File: src/rtl/axi_pcie_v1_09_a_axi_enhanced_tx_pkt_fifo.sv
// rtl/axi_pcie_v1_09_a_axi_enhanced_tx_pkt_fifo.sv - store-and-forward TX packet FIFO with oversize drop
// Optional link-down flush state: define AXI_PCIE_TX_PKT_FIFO_LNKDN_FLUSH_EN
module axi_pcie_v1_09_a_axi_enhanced_tx_pkt_fifo #(
    parameter int C_DATA_WIDTH = 32,
    parameter int STRB_WIDTH   = C_DATA_WIDTH / 8,
    parameter int DEPTH_LOG2   = 4,
    parameter int TCQ          = 1
) (
    input  logic                    com_iclk,
    input  logic                    com_sysrst,
    input  logic [C_DATA_WIDTH-1:0] s_axis_tdata,
    input  logic [STRB_WIDTH-1:0]   s_axis_tstrb,
    input  logic                    s_axis_tlast,
    input  logic [3:0]              s_axis_tuser,
    input  logic                    s_axis_tvalid,
    output logic                    s_axis_tready,
    output logic [C_DATA_WIDTH-1:0] m_axis_tdata,
    output logic [STRB_WIDTH-1:0]   m_axis_tstrb,
    output logic                    m_axis_tlast,
    output logic [3:0]              m_axis_tuser,
    output logic                    m_axis_tvalid,
    input  logic                    m_axis_tready,
    input  logic                    trn_lnk_up,
    output logic [DEPTH_LOG2:0]     pkt_cnt,
    output logic                    drop_pulse
);
    localparam int DEPTH = 1 << DEPTH_LOG2;
    localparam int PW    = DEPTH_LOG2 + 1;
    localparam int EW    = C_DATA_WIDTH + STRB_WIDTH + 5;
    localparam logic [PW-1:0] FULL_LEN = PW'(DEPTH);
    localparam logic [PW-1:0] ONE      = PW'(1);
    localparam int unused_tcq = TCQ;

`ifdef AXI_PCIE_TX_PKT_FIFO_LNKDN_FLUSH_EN
    typedef enum logic [1:0] {ACCEPT, DROP, FLUSH} state_t;
    logic in_pkt;
`else
    typedef enum logic {ACCEPT, DROP} state_t;
    logic unused_lnk;
    assign unused_lnk = trn_lnk_up;
`endif

    state_t state, state_nxt;
    logic [EW-1:0] mem [DEPTH];
    logic [PW-1:0] wr_ptr, commit_ptr, rd_ptr, cur_len, occupancy;
    logic          wr_en, commit, flush, m_fire, s_fire, out_last;

    assign occupancy = wr_ptr - rd_ptr;
    assign {m_axis_tuser, m_axis_tlast, m_axis_tstrb, m_axis_tdata} = mem[rd_ptr[DEPTH_LOG2-1:0]];
    assign m_fire   = m_axis_tvalid & m_axis_tready;
    assign s_fire   = s_axis_tvalid & s_axis_tready;
    assign out_last = m_fire & m_axis_tlast;

    always_ff @(posedge com_iclk) begin
        if (com_sysrst) begin
            state <= ACCEPT;
        end else begin
            state <= state_nxt;
        end
    end

    always_comb begin
        state_nxt     = state;
        s_axis_tready = 1'b0;
        m_axis_tvalid = 1'b0;
        wr_en         = 1'b0;
        commit        = 1'b0;
        flush         = 1'b0;
        drop_pulse    = 1'b0;
        if (!com_sysrst) begin
            m_axis_tvalid = (pkt_cnt != '0);
            case (state)
                ACCEPT: begin
                    // A packet already at full depth keeps tready up so its overflow beat can be seen and dropped
                    s_axis_tready = (occupancy < FULL_LEN) || (cur_len == FULL_LEN);
                    if (s_axis_tvalid && s_axis_tready) begin
                        if (cur_len == FULL_LEN) begin
                            drop_pulse = 1'b1;
                            if (!s_axis_tlast) begin
                                state_nxt = DROP;
                            end
                        end else begin
                            wr_en  = 1'b1;
                            commit = s_axis_tlast;
                        end
                    end
                end
                DROP: begin
                    s_axis_tready = 1'b1;
                    if (s_axis_tvalid && s_axis_tlast) begin
                        state_nxt = ACCEPT;
                    end
                end
`ifdef AXI_PCIE_TX_PKT_FIFO_LNKDN_FLUSH_EN
                FLUSH: begin
                    s_axis_tready = 1'b1;
                    m_axis_tvalid = 1'b0;
                    flush         = 1'b1;
                    if (trn_lnk_up) begin
                        state_nxt = (s_axis_tvalid ? !s_axis_tlast : in_pkt) ? DROP : ACCEPT;
                    end
                end
`endif
                default: state_nxt = ACCEPT;
            endcase
`ifdef AXI_PCIE_TX_PKT_FIFO_LNKDN_FLUSH_EN
            // Link loss overrides everything in the same cycle so no beat leaves or lands
            if (!trn_lnk_up) begin
                s_axis_tready = 1'b1;
                m_axis_tvalid = 1'b0;
                wr_en         = 1'b0;
                commit        = 1'b0;
                drop_pulse    = 1'b0;
                flush         = 1'b1;
                state_nxt     = FLUSH;
            end
`endif
        end
    end

    always_ff @(posedge com_iclk) begin
        if (wr_en) begin
            mem[wr_ptr[DEPTH_LOG2-1:0]] <= {s_axis_tuser, s_axis_tlast, s_axis_tstrb, s_axis_tdata};
        end
    end

    always_ff @(posedge com_iclk) begin
        if (com_sysrst || flush) begin
            wr_ptr     <= '0;
            commit_ptr <= '0;
            rd_ptr     <= '0;
            cur_len    <= '0;
            pkt_cnt    <= '0;
        end else begin
            if (drop_pulse) begin
                wr_ptr  <= commit_ptr;
                cur_len <= '0;
            end else if (wr_en) begin
                wr_ptr <= wr_ptr + ONE;
                if (commit) begin
                    commit_ptr <= wr_ptr + ONE;
                    cur_len    <= '0;
                end else begin
                    cur_len <= cur_len + ONE;
                end
            end
            if (m_fire) begin
                rd_ptr <= rd_ptr + ONE;
            end
            pkt_cnt <= pkt_cnt + PW'(commit) - PW'(out_last);
        end
    end

`ifdef AXI_PCIE_TX_PKT_FIFO_LNKDN_FLUSH_EN
    always_ff @(posedge com_iclk) begin
        if (com_sysrst) begin
            in_pkt <= 1'b0;
        end else if (s_fire) begin
            in_pkt <= !s_axis_tlast;
        end
    end
`else
    logic unused_fire;
    assign unused_fire = s_fire;
`endif

endmodule

File: config.mk
export PLATFORM = sky130hd
export DESIGN_NAME = axi_pcie_v1_09_a_axi_enhanced_tx_pkt_fifo
export DESIGN_NICKNAME = d
export VERILOG_FILES = /design/src/rtl/axi_pcie_v1_09_a_axi_enhanced_tx_pkt_fifo.sv
export SDC_FILE = /design/constraint.sdc
export NUM_CORES = 1
export LEC_CHECK = 0
export CORE_UTILIZATION = 65
export DETAILED_ROUTE_END_ITERATION = 10
export GPL_TIMING_DRIVEN = 0
export HOLD_SLACK_MARGIN = 0.08
export PLACE_DENSITY = 0.91
export SETUP_SLACK_MARGIN = 0.2
export SKIP_LAST_GASP = 1
export SYNTH_ARGS = -nofsm -noshare
export SYNTH_HDL_FRONTEND = slang
export SYNTH_SLANG_ARGS = --single-unit
File: constraint.sdc
create_clock -name com_iclk -period 15.8 [get_ports com_iclk]
set_clock_uncertainty 0.15 [all_clocks]
set_input_delay 4.74 -clock com_iclk [delete_from_list [all_inputs] [get_ports com_iclk]]
set_output_delay 4.74 -clock com_iclk [all_outputs]
set_load 0.03 [all_outputs]
Word level (Yosys, flattened, before mapping). Memories as Yosys holds them, arrays and structs flattened. A register that Yosys moved wholly into a read port is not among the register bits. Index checks and enable logic that the tools add are counted.

$add $sub $neg: 6. Magnitude comparators: 1. Equal/unequal tests: 1. Muxes and demuxes: 27. Bitwise logic cells: 4. Reductions and logical operators: 7.

Operators by type and width (number): 1-bit two-way mux (20); 5-bit by 1-bit adder with 5-bit output, second input constant (3); 5-bit two-way mux (3); 4-bit two-way mux (2); 5-bit by 1-bit adder with 5-bit output (1); 5-bit equality test, second input constant (1); 5-bit less-than comparator, second input constant (1); 5-bit nonzero test (1); 5-bit by 1-bit subtractor with 5-bit output (1); 5-bit subtractor (1); 1-bit one-hot mux with 2 select lines (2); 3-bit AND reduction (1); 1-bit AND (2); 1-bit logical AND (2); 1-bit NOT (2); 2-bit nonzero test (1); 2-bit OR reduction (1); 1-bit logical OR (1).

Bits in registers: 26. Bits in writable memories: 656. Bits of input ports: 46. Word-level logic and storage cells: 53. Memories: 1.

Memories: mem (depth 16, bits a word 41, rd ports 1, clocked after memory_dff 1, write ports 1, line 44) `logic [EW-1:0] mem [DEPTH];`.

Longest topological paths before layout.
Word-level depth: 9. Gate-level depth with buffers: 17. Depth with buffers taken out: 16.

Worst setup path after synthesis. OpenSTA, ideal clock, no wires.

Kind: in2out. From: input port com_sysrst. To: output port drop_pulse. Data arrival time: 5586 ps. Required time: 10910 ps. Path slack: 5324 ps. Cell stages on the path: 3. Buffers on the path: 1. Path through: nor3b_2 > and2_1 > clkbuf_1.

Word-level cells in the longest chain between the ends: 1.

Ends and longest elaborated chain: start: declaration (line 10) `input logic com_sysrst,`; 1-bit two-way mux (line 70) `if (!com_sysrst) begin`; end: declaration (line 25) `output logic drop_pulse`.

No other way between the ends.

Final worst setup path. Same ends and word-level chain as after synthesis.

==> impl_metrics.yaml <==
route:
  drt_first_pass_iters: 6
  wirelength_um: 68200
  viasPerCell: 7.24
  wl_per_cell_um: 36.4
  drc: 0
  ant_nets: 0
  drt_iter0_markers: 2221
  via_count: 13559
floorplanning:
  die_area_um2: 41300
  rows: 73
  dieWidth_um: 203
  start_util_pct: 66.0
  io-pin-count: 95
  die_h_um: 203
  core_area_um2: 39800
synth:
  synthXorXnorAreaFrac_pct: 0.400
  synth_top_family_by_area: "multiplexers"
  synth_seq_cells: 686
  netlist_area_um2: 26300
  synth_area_leaders: "edfxtp_1 (75%), mux4_2 (18%), dfxtp_1 (2.3%)"
  synth_top_area_share_pct: 74.9
  synthAdderAreaFrac_pct: 0.838
  syn_area_per_cell_um2: 23.7
  synth_cell_types: 51
  synth_common_cells: "edfxtp_1 (656), mux4_2 (205), dfxtp_1 (30), clkbuf_1 (25), buf_2 (22)"
  synthMuxAreaShare_pct: 17.6
  synthCells: 1109
  yosysMostFrequentCell: "edfxtp_1"
  synthesis.nets: 1172
  ys_seq_area_share_pct: 77.2
  yosysWarnings: 0
  synthSimpleGateAreaFrac_pct: 1.75
  synth_edf_count: 656
  synth_compound_area_share_pct: 1.03
  synth_area_leader_cell: "edfxtp_1"
  ys.flop_type: "edfxtp_1"
  postSynth.asyncResetShare_pct: 0
finish:
  drive_gt1_share_pct: 27.4
  layout.nets: 1360
  final_cells: 1872
  area_delta_synth_final_pct: 15.8
  fillerInstances: 1912
  final_cell_area_um2: 30400
outcome:
  outcome: "completed"
clock_network:
  clockRootBuffer: "clkbuf_16"
  ctsResizeCount: 0
  htreeDepth: 3
  clock_latency_ns: 0.58
  cts_buffer_depth: 3
  post_cts_buffers: 0
  tritoncts: "done"
  clk_pin_slew_ns: 0.06
  postCtsHoldBufs: 0
  cts_sinks: 686
  numCtsBuffers: 68
critical_path:
  crit_path_frequent_cell: "clkdlybuf4s50_1"
  path_class: "in2out"
  crit_path_top_delay_cell: "clkdlybuf4s50_1"
  cp.required_ns: 10.91
  arrival_ns: 7.05
  critPathMaxStageDelay_ns: 0.77
  cp-end-kind: "output port"
  path_cells: "clkdlybuf4s50_1 > nor3b_2 > and2_1 > clkbuf_1 > clkdlybuf4s50_1"
  crit_path_max_fanout: 10
  start_kind: "input port"
placed_design:
  place_congestion: 0.820
  placed_cell_area_um2: 28300
  io_buffers: 93
  place_inst: 1752
  post-dp-hpwl_um: 34400
timing:
  final.setup.tns_ns: 0
  tightest_slew_ns: 1.18
  finalSetupViolations: 0
  rsz0062_at_grt: "no"
  slew_viol_final: 0
  max-slew-margin-rel_pct: 21.4
  max_freq_ghz: 0.0838
  hold_violations: 0
  min_period_ns: 11.94
  finalCritPeriodShare_pct: 75.6
hold_path:
  hp-class: "reg2reg"
flow_run:
  drv_cap: 0
global_routing:
  antenna_found_initial: 2
  grt_pass1_wl_um: 98500
  grt_pass1_vias: 14178
  grt_max_degree: 28
  grt-ovfl-total: 0
  grt_use_total_pct: 34.5
pwr:
  p_leak_nw: 9.44
  peakVddDrop_mv: 0.0841
  power.density_nw_per_um2: 140
-- through the flow --
step	setup slack, ns	hold WS, ns	total power [mW]	utilization [%]
finish	3.86	0.328	4.27	76.4
global route	3.72	0.347	4.36	76.4
CTS	3.87	0.320	4.27	76.4
detailed placement	3.90	0.300	2.72	71.1
global placement	2.65	0.289	2.69	70.0
floorplan	5.32	0.282	2.49	-
-- placed cells by master, fill, tap and decap left out, types with 7 or more instances in the layout --
cell             netlist  final
clkinv_2               0     10
and3_2                 0     13
ha_1                  16     16
nor2_1                21     20
dfxtp_1               30     30
buf_6                  0      9
clkbuf_16              0     71
buf_1                  7      7
inv_1                 16     16
edfxtp_1             656    656
clkbuf_1              25     38
xor2_1                 7      7
clkdlybuf4s50_1        0     93
buf_2                 22     22
a21oi_1                9      9
mux4_2               205    205
clkinv_1               0     15
nand2_1               13     13
buf_12                 0     13
-- area by class of cell --
type	count	area [um^2]	area share, %
clock buffers	86	1850	6.09
flip-flops and latches	686	20300	66.7
multi-input cells	352	5730	18.8
diodes	2	5.00	0.0164
inverters	16	60.1	0.197
repair buffers	118	1350	4.44
clock inverters	32	251	0.826
well taps	525	657	2.16
plain buffers	55	238	0.781
-- flip-flops by register name, summed over array words and instances, names as in the netlist, named ones only --
register    count
cur_len         5
mem           656
wr_ptr          5
pkt_cnt         5
rd_ptr          5
state           1
commit_ptr      5
-- layer usage --
metal	routed length [um]	up-vias	track usage, %
met5	0	-	0
met4	2960	0	15.8
met3	8690	219	7.75
met2	33500	1307	54.0
met1	23100	6922	47.4
li1	-	5111	-
-- critical path: cells and delay by family --
family	cells	cell delay [ns]
buf+inv	3	1.75
simple gates	2	0.55
-- worst paths after layout --
| kind | endpoint | startpoint | slack, ns | depth (start not counted) |
|---|---|---|---|---|
| max | drop_pulse | com_sysrst | 3.86 | 5 |
| min reg2reg | wr_ptr[0] | commit_ptr[0] | 0.33 | 2 |
| min | wr_ptr[0] | commit_ptr[0] | 0.33 | 2 |
| max reg2reg | mem[7][16] | rd_ptr[2] | 11.85 | 13 |
-- power by group --
part,internal [mW],switching (mW),leakage (nW)
sequential,2.02,0.0158,6.15
combinational,0.306,0.359,2.26
clock,0.894,0.677,1.03
-- cells by family (layout without fill, tap and decap cells) --
kind of cell,count (synthesis),count (layout)
AOI/OAI and AO/OA,34,34
xor gates and xnor gates,12,12
adders and majority gates,17,17
buffers and inverters,71,307
DFF,686,686
muxes,207,207
other,0,2
and+or+nand+nor,82,82
No activity file was read; power rests on OpenSTA's default activity.
